File: config.mk
export PLATFORM = sky130hd
export DESIGN_NAME = sound_sequencer
export DESIGN_NICKNAME = d
export VERILOG_FILES = /design/src/rtl/sound_pkg.sv /design/src/rtl/sound_fifo.sv /design/src/rtl/sound_sequencer.sv
export SDC_FILE = /design/constraint.sdc
export NUM_CORES = 1
export LEC_CHECK = 0
export BUFFER_PORTS_ARGS = -buffer_cell sky130_fd_sc_hd__buf_4
export CAP_MARGIN = 20
export CORE_UTILIZATION = 65
export CTS_CLUSTER_SIZE = 16
export DETAILED_ROUTE_END_ITERATION = 10
export PLACE_DENSITY_LB_ADDON = 0.2
export SYNTH_ARGS = -nofsm -noshare
export SYNTH_HDL_FRONTEND = slang
export SYNTH_SLANG_ARGS = --single-unit
File: constraint.sdc
create_clock -name clock100 -period 13.2 [get_ports clock100]
set_input_delay 3.3 -clock clock100 [delete_from_list [all_inputs] [get_ports clock100]]
set_output_delay 3.3 -clock clock100 [all_outputs]
set_load 0.05 [all_outputs]
File: src/rtl/sound_pkg.sv
// Shared types for the note sequencer: queued note record, playback FSM states,
// and the production millisecond prescale.
package sound_pkg;

  typedef struct packed {
    logic [31:0] period;
    logic [15:0] duration;
  } note_t;

  typedef enum logic {
    IDLE = 1'b0,
    PLAY = 1'b1
  } state_t;

  localparam int DEFAULT_TICKS_PER_MS = 100000;

endpackage

File: src/rtl/sound_fifo.sv
// First-word-fall-through note queue; dout always shows the head entry.
// Full/empty reflect the start-of-cycle occupancy, so a same-cycle pop never makes room.
module sound_fifo
  import sound_pkg::*;
#(
  parameter int DEPTH = 8
) (
  input  logic                     clock100,
  input  logic                     reset,
  input  logic                     push,
  input  logic                     pop,
  input  logic                     clear,
  input  note_t                    din,
  output note_t                    dout,
  output logic                     full,
  output logic                     empty,
  output logic [$clog2(DEPTH):0]   level
);

  localparam int AW = $clog2(DEPTH);

  note_t             mem_r [DEPTH];
  logic [AW-1:0]     wr_ptr_r;
  logic [AW-1:0]     rd_ptr_r;
  logic [AW:0]       count_r;
  logic              push_ok_s;
  logic              pop_ok_s;

  assign full      = (count_r == (AW+1)'(DEPTH));
  assign empty     = (count_r == (AW+1)'(0));
  assign level     = count_r;
  assign dout      = mem_r[rd_ptr_r];
  assign push_ok_s = push && !full && !clear;
  assign pop_ok_s  = pop && !empty && !clear;

  // Storage array; written only on an accepted push.
  always_ff @(posedge clock100) begin
    if (push_ok_s) begin
      mem_r[wr_ptr_r] <= din;
    end
  end

  // Pointers and occupancy counter; clear empties the queue.
  always_ff @(posedge clock100 or posedge reset) begin
    if (reset) begin
      wr_ptr_r <= '0;
      rd_ptr_r <= '0;
      count_r  <= '0;
    end else if (clear) begin
      wr_ptr_r <= '0;
      rd_ptr_r <= '0;
      count_r  <= '0;
    end else begin
      if (push_ok_s) begin
        wr_ptr_r <= wr_ptr_r + AW'(1);
      end
      if (pop_ok_s) begin
        rd_ptr_r <= rd_ptr_r + AW'(1);
      end
      case ({push_ok_s, pop_ok_s})
        2'b10:   count_r <= count_r + (AW+1)'(1);
        2'b01:   count_r <= count_r - (AW+1)'(1);
        default: count_r <= count_r;
      endcase
    end
  end

endmodule

File: src/rtl/sound_sequencer.sv
// Plays queued (period, duration) notes back-to-back into the tone generator,
// holding each note for its programmed number of milliseconds.
module sound_sequencer
  import sound_pkg::*;
#(
  parameter int DEPTH        = 8,
  parameter int TICKS_PER_MS = DEFAULT_TICKS_PER_MS
) (
  input  logic                     clock100,
  input  logic                     reset,
  input  logic                     wr_en,
  input  logic [31:0]              wr_period,
  input  logic [15:0]              wr_duration,
  input  logic                     flush,
  output logic                     full,
  output logic [$clog2(DEPTH):0]   level,
  output logic                     busy,
  output logic [31:0]              period,
  output logic                     aud_en
);

  localparam int TW = (TICKS_PER_MS > 1) ? $clog2(TICKS_PER_MS) : 1;
  localparam logic [TW-1:0] TICK_LAST = TW'(TICKS_PER_MS - 1);

  state_t        state_r, state_s;
  logic [TW-1:0] tick_r, tick_s;
  logic [15:0]   ms_left_r, ms_left_s;
  logic [31:0]   period_r, period_s;
  logic          busy_r, busy_s;
  logic          aud_en_r, aud_en_s;
  logic          pop_s;
  logic          empty_s;
  logic          head_ok_s;
  note_t         head_s;
  note_t         din_s;

  assign din_s.period   = wr_period;
  assign din_s.duration = wr_duration;
  assign head_ok_s      = !empty_s && (head_s.duration != 16'd0);

  sound_fifo #(.DEPTH(DEPTH)) u_fifo (
    .clock100 (clock100),
    .reset    (reset),
    .push     (wr_en && !flush),
    .pop      (pop_s),
    .clear    (flush),
    .din      (din_s),
    .dout     (head_s),
    .full     (full),
    .empty    (empty_s),
    .level    (level)
  );

  // Next-state logic: note loading, ms prescaler and note-end chaining.
  always_comb begin
    state_s   = state_r;
    tick_s    = tick_r;
    ms_left_s = ms_left_r;
    period_s  = period_r;
    pop_s     = 1'b0;
    if (flush) begin
      state_s   = IDLE;
      tick_s    = '0;
      ms_left_s = 16'd0;
    end else begin
      case (state_r)
        IDLE: begin
          if (!empty_s) begin
            pop_s = 1'b1;
            if (head_ok_s) begin
              period_s  = head_s.period;
              ms_left_s = head_s.duration;
              tick_s    = '0;
              state_s   = PLAY;
            end else begin
              state_s = IDLE;
            end
          end else begin
            state_s = IDLE;
          end
        end
        PLAY: begin
          if (tick_r == TICK_LAST) begin
            tick_s = '0;
            if (ms_left_r == 16'd1) begin
              // Chain straight into the next note so there is no gap cycle.
              if (head_ok_s) begin
                pop_s     = 1'b1;
                period_s  = head_s.period;
                ms_left_s = head_s.duration;
              end else begin
                state_s = IDLE;
              end
            end else begin
              ms_left_s = ms_left_r - 16'd1;
            end
          end else begin
            tick_s = tick_r + TW'(1);
          end
        end
        default: begin
          state_s   = IDLE;
          tick_s    = '0;
          ms_left_s = 16'd0;
        end
      endcase
    end
    busy_s   = (state_s == PLAY);
    aud_en_s = (state_s == PLAY) && (period_s != 32'd0);
  end

  // State and output registers.
  always_ff @(posedge clock100 or posedge reset) begin
    if (reset) begin
      state_r   <= IDLE;
      tick_r    <= '0;
      ms_left_r <= 16'd0;
      period_r  <= 32'd0;
      busy_r    <= 1'b0;
      aud_en_r  <= 1'b0;
    end else begin
      state_r   <= state_s;
      tick_r    <= tick_s;
      ms_left_r <= ms_left_s;
      period_r  <= period_s;
      busy_r    <= busy_s;
      aud_en_r  <= aud_en_s;
    end
  end

  assign busy   = busy_r;
  assign period = period_r;
  assign aud_en = aud_en_r;

endmodule

==> Word level (Yosys, flattened, before mapping) <==
Memories as Yosys holds them, arrays and structs flattened.
Cells that the tools add are included.
{ "classes": {"addsub": 6, "multipliers": 0, "n_div": 0, "magnitude_cmp": 0, "eq_ne": 8, "shifts": 0, "mux": 36, "bitwise_logic": 1, "reduce_logical": 18} }
{ "op_table": {"columns": ["operator", "n"], "rows": [
  ["two-way mux 32 bit", 5],
  ["two-way mux 16 bit", 5],
  ["two-way mux 17 bit", 4],
  ["one-hot mux 32 bit (2 select lines)", 1],
  ["one-hot mux 17 bit (2 select lines)", 1],
  ["one-hot mux 16 bit (2 select lines)", 1],
  ["nonzero test 32 bit", 1],
  ["adder 17 x 1 -> 17 bit (second input constant)", 1],
  ["== test 17 bit (second input constant)", 1],
  ["== test 16 x 1 -> 1 bit (second input constant)", 1],
  ["nonzero test 16 bit", 1],
  ["subtractor 16 x 1 -> 16 bit (second input constant)", 1],
  ["two-way mux 3 bit", 4],
  ["two-way mux 1 bit", 11],
  ["one-hot mux 4 bit (2 select lines)", 1],
  ["logical AND 1 bit", 7],
  ["adder 3 x 1 -> 3 bit (second input constant)", 2],
  ["inequality test 3 bit (second input constant)", 2],
  ["adder 4 x 1 -> 4 bit (second input constant)", 1],
  ["== test 4 bit (second input constant)", 1],
  ["zero test 4 bit", 1],
  ["two-way mux 4 bit", 1],
  ["one-hot mux 1 bit (2 select lines)", 2],
  ["AND reduction 2 bit", 2],
  ["other kinds (8)", 11]
]} }
{ "totals": {"regBits": 77, "latchBits": 0, "ramBits": 384, "mem_bits_ro": 0, "wordCells": 78, "mem_count": 1} }
{ "mem_list": {"columns": ["memory", "words", "word_bits", "rd", "rd_clocked_by_memory_dff", "wr", "line_no", "rtl"], "rows": [
  ["u_fifo.mem_r", 8, 48, 1, 0, 1, "sound_fifo.sv:22", "note_t mem_r [DEPTH];"]
]} }

==> Logic depth before layout (Yosys ltp) <==
{ "depth": {"word_depth": 13, "depth_mapped": 14} }

==> Cells and area by module <==
From an unflattened synthesis, not the netlist that was laid out.
{ "unflattened": {"cells_unflattened": 1005, "hier_area_um2": 18923.1} }
{ "by_module_without_submodules": {"columns": ["mod", "instances", "cells_each", "area_per_inst_um2", "seq_area_each_um2"], "rows": [
  ["sound_fifo", 1, 633, 15105.7, 11781.3],
  ["sound_sequencer", 1, 372, 3817.4, 1676.6]
]} }

==> Worst setup path after synthesis <==
Ideal clock, no wire load.
{ "synth_path": {"path_kind": "input to register", "from": "in flush", "to": "mem u_fifo.mem_r[6][0] in the netlist's numbering (enable)", "setup_ns": 0.590, "arrival_time_ns": 8.866, "t_required_ns": 12.610, "path_slack_ns": 3.745, "stages": 4, "path_cell_list": "clkbuf_1 clkbuf_1 clkbuf_1 nor4b_1"} }
{ "synth_between": {"elab_chain_len": 6} }
{ "synth_lines": {"columns": ["item", "line_no", "rtl"], "rows": [
  ["start: declaration", "sound_sequencer.sv:14", "input logic flush,"],
  ["zero test 1 bit (*)", "sound_fifo.sv:33, sound_sequencer.sv:44", null],
  ["logical AND 1 bit", "sound_sequencer.sv:44", ".push (wr_en && !flush),"],
  ["logical AND 1 bit", "sound_fifo.sv:33", "assign push_ok_s = push && !full && !clear;"],
  ["logical AND 1 bit (*)", "sound_fifo.sv:33", null],
  ["two-way mux 1 bit (*)", "sound_fifo.sv:38", "if (push_ok_s) begin"],
  ["two-way mux 1 bit (not written as such) (*)", "sound_fifo.sv:39", "mem_r[wr_ptr_r] <= din;"],
  ["end: declaration", "sound_fifo.sv:22", null]
]} }
Every way passes the cells marked *; elsewhere a longest branch is shown, timed or not.

==> Final worst setup path <==
{ "layout_path": {"from": "reg u_fifo.rd_ptr_r[0]", "to": "reg u_fifo.count_r[3] (netlist: u_fifo.level[3])"} }
{ "layout_between": {"elab_chain_len": 13, "elab_cells_between_ends": 15, "cone_classes": "2 x eq/ne; 7 x mux; 5 x reduce/logical; 1 x memory"} }
{ "layout_lines": {"columns": ["item", "line_no", "rtl"], "rows": [
  ["start: declaration", "sound_fifo.sv:24", "logic [AW-1:0] rd_ptr_r;"],
  ["start signal: assignment", "sound_fifo.sv:58", "rd_ptr_r <= rd_ptr_r + AW'(1);"],
  ["memory (8 x 48 bit) (*)", null, null],
  ["nonzero test 16 bit (*)", "sound_sequencer.sv:39", "assign head_ok_s = !empty_s && (head_s.duration != 16'd0);"],
  ["logical AND 1 bit (*)", "sound_sequencer.sv:39", null],
  ["two-way mux 1 bit (*)", "sound_sequencer.sv:87", "if (head_ok_s) begin"],
  ["two-way mux 1 bit (*)", "sound_sequencer.sv:85", "if (ms_left_r == 16'd1) begin"],
  ["two-way mux 1 bit (*)", "sound_sequencer.sv:83", "if (tick_r == TICK_LAST) begin"],
  ["one-hot mux 1 bit (2 select lines) (*)", "sound_sequencer.sv:66", "case (state_r)"],
  ["two-way mux 1 bit (*)", "sound_sequencer.sv:61", "if (flush) begin"],
  ["logical AND 1 bit (*) (2 in series)", "sound_fifo.sv:34", "assign pop_ok_s = pop && !empty && !clear;"],
  ["== test 2 x 1 -> 1 bit / == test 2 bit (equally long branches)", "sound_fifo.sv:60", "case ({push_ok_s, pop_ok_s})"],
  ["one-hot mux 4 bit (2 select lines)", "sound_fifo.sv:60", null],
  ["two-way mux 4 bit", "sound_fifo.sv:49", "end else if (clear) begin"],
  ["end signal: assignment", "sound_fifo.sv:61", "2'b10: count_r <= count_r + (AW+1)'(1);"],
  ["end signal: assignment", "sound_fifo.sv:62", "2'b01: count_r <= count_r - (AW+1)'(1);"],
  ["end signal: assignment", "sound_fifo.sv:63", "default: count_r <= count_r;"],
  ["end: declaration", "sound_fifo.sv:25", "logic [AW:0] count_r;"]
]} }
Marks and branches as above.
A chain may end at the register's enable or synchronous reset.

==> results.json <==
{
  "synth_cells": 1071,
  "cts_root_buffer": "clkbuf_16",
  "synth-xor-area-share": 0.00457,
  "synth_common_cells": "384 x edfxtp_1, 96 x mux4_2, 77 x dfrtp_1",
  "p_per_area_nw_per_um2": 204,
  "rr_startpoint": "u_fifo.rd_ptr_r[0]",
  "grt_max_degree": 78,
  "fmax_ghz": 0.181,
  "dp.cells": 1514,
  "syn_to_final_growth_pct": 14.2,
  "drtAntennaViolNets": 0,
  "cts_buffers": 46,
  "status": "completed",
  "pre_cts_slack_ns": 7.38,
  "synth.top_cell.area_share": 0.611,
  "worst-r2r-cell-count": 15,
  "wirelength_mm": 39.6,
  "post_cts_buffers": 0,
  "wl_per_cell_um": 24.7,
  "final_cell_count_no_fill": 1602,
  "max_slew_margin": 0.248,
  "postSynthAreaPerCell_um2": 17.6,
  "grt_most_used_layer": "met2",
  "cts_num_sinks": 461,
  "ir_worst_vdd_mv": 0.120,
  "drc": 0,
  "crit_fanout": 36,
  "tns_ns": 0,
  "crit_path_top_delay_cell": "dfrtp_4",
  "synth_edf_count": 384,
  "drv_cap": 0,
  "core-area_um2": 28600,
  "die_x_um": 172,
  "num_vias": 10600,
  "period_minus_slack_ns": 5.53,
  "rsz0062_at_grt": "no",
  "grt_use_met3": 0.0417,
  "utilization": 0.753,
  "fin_area_um2": 21600,
  "skew_ns": 0.0277,
  "dpl.hpwl_mm": 21.9,
  "ios": 91,
  "critPathCaptureType": "flop",
  "final_nets": 1239,
  "gr-usage-met2": 0.426,
  "whs_endpoint": "ms_left_r[5]",
  "drt_iter0_drc": 1080,
  "synth_adder_area_share": 0.00570,
  "crit_path_start_kind": "flop",
  "hold_violations": 0,
  "postSynth.asyncResetShare": 0.167,
  "cts_buffer_depth": 3,
  "clk_latency_ns": 0.55,
  "ys_seq_area_frac": 0.713,
  "cts_tree": "done",
  "clk_pin_slew_worst_paths_ns": 0.06,
  "grt_use_met1": 0.414,
  "design.die.area_um2": 29700,
  "initial_core_util": 0.659,
  "grt_pass1_vias": 10300,
  "vias_per_cell": 6.60,
  "crit_buf_inv": 3,
  "hold_buffers": 0,
  "path_cells": "buf_4 -> buf_4 -> mux4_2 -> mux2i_1 -> nand2_1 -> nor4_4 -> buf_4 -> a31oi_4 -> and2_1 -> ha_1 -> a21o_1 -> a21oi_1 -> nor2_1 -> mux2i_1 -> mux2_2",
  "die_y_um": 172,
  "worstMarginPinSlew_ns": 1.13,
  "drive_gt1_frac": 0.259,
  "hp-class": "flop to flop",
  "io_buffers": 90,
  "yosysWarnings": 0,
  "synth_compound_area_frac": 0.0453,
  "antenna_found_initial": 2,
  "hold_depth": 1,
  "grt_use_total": 0.277,
  "fin_ws_ns": 7.67,
  "path_class": "flop to flop",
  "drt_pass1_iterations": 5,
  "crit_top_cell": "buf_4",
  "power.leakage_nw": 7.16,
  "muxShareOfSynthArea": 0.148,
  "r2r-end": "u_fifo.level[3]",
  "r2r_slack_ns": 7.67,
  "startpoint": "u_fifo.rd_ptr_r[0]",
  "synth_top_family_by_area": "multiplexers",
  "fin_crit_sh": 0.419,
  "cpPeakStageDelay_ns": 0.80,
  "ys_top_cells_by_area": "edfxtp_1 61%, mux4_2 11%, dfrtp_1 10%, mux2i_1 2.8%, a21oi_1 1.5%",
  "setup_viol": 0,
  "ys_ff_latch": 461,
  "syn-num-nets": 1131,
  "gr-total-overflow": 0,
  "rows": 62,
  "htreeDepth": 2,
  "dpl_cell_area_um2": 20000,
  "synthFlopType": "edfxtp_1",
  "grt_pass1_wl_mm": 60.4,
  "required_ns": 13.62,
  "syn-cell-area_um2": 18900,
  "synth.distinct_cells": 61,
  "synth_most_common_cell": "edfxtp_1",
  "critical_path_arrival_ns": 5.95,
  "critPathTopFamily": "buffers and inverters",
  "hp-start": "ms_left_r[5]",
  "cts_resized": 0,
  "gp_congestion": 0.840,
  "drv_slew": 0,
  "synthSimpleGateAreaFrac": 0.0679,
  "synth_top_area_cell": "edfxtp_1"
}
[logic make-up (layout without fill, tap and decap cells)]
logic type,Yosys count,count (layout)
xor gates and xnor gates,9,9
AOI/OAI and AO/OA,135,135
DFF,461,461
muxes,158,158
other,0,2
adders and majority gates,8,8
and+or+nand+nor,237,237
buffers and inverters,63,208
[worst max-delay path by stage]
| stage | to | cells after the start |
|---|---|---|
| 2_1_floorplan | u_fifo.mem_r[6][0] | 4 |
| 4_1_cts | u_fifo.level[3] | 15 |
| 3_3_place_gp | u_fifo.mem_r[1][46] | 5 |
| 3_5_place_dp | u_fifo.mem_r[1][42] | 5 |
| 6_report | u_fifo.level[3] | 15 |
| 5_1_grt | u_fifo.level[3] | 15 |
[metal layers]
layer  up-vias  wire length (um)
li1       4581                 -
met3        81              2620
met5         -                 0
met1      5469             16800
met2       444             19100
met4         0              1050
[layout make-up]
class | count | area (um2)
multi-input combinational | 547 | 5190
inverter | 10 | 38.8
timing repair buffer | 113 | 868
tap | 384 | 480
sequential | 461 | 13500
clock inverter | 33 | 312
antenna | 2 | 5.00
clock buffer | 52 | 1190
fill | 1636 | 7060
[cell usage in the layout (no fill, tap or decap), drive strengths merged, types with 7 or more instances in the layout]
master	n
nand4	20
ha	7
nor4	35
clkbuf	52
mux2i	52
o21ai	22
and2	9
mux2	10
nand3	17
nand2b	7
mux4	96
a21oi	58
nor3	15
buf	113
a21o	7
or3	7
edfxtp	384
nor2	57
dfrtp	77
nand2	38
inv	10
clkinv	26
a31oi	13
[power breakdown]
part / leakage (nW) / internal, W / total (W) / switching [W]
sequential: 4.43 / 0.00170 / 0.00184 / 0.000145
combinational: 1.99 / 0.000476 / 0.00126 / 0.000788
clock: 0.743 / 0.000750 / 0.00129 / 0.000538
[stage by stage]
stage / hold WS, ns / total power, W
after floorplan: 0.479 / 0.00275
after global placement: 0.510 / 0.00308
after detailed placement: 0.525 / 0.00311
after CTS: 0.539 / 0.00440
after global routing: 0.580 / 0.00458
final: 0.536 / 0.00440
[flip-flops by register name, indices dropped and copies added (netlist names)]
| name | cells |
|---|---|
| aud_en | 1 |
| busy | 1 |
| ms_left_r | 16 |
| period | 32 |
| tick_r | 17 |
| u_fifo.level | 4 |
| u_fifo.mem_r | 384 |
| u_fifo.rd_ptr_r | 3 |
| u_fifo.wr_ptr_r | 3 |
Note: power is estimated with default switching activity, not from simulation.
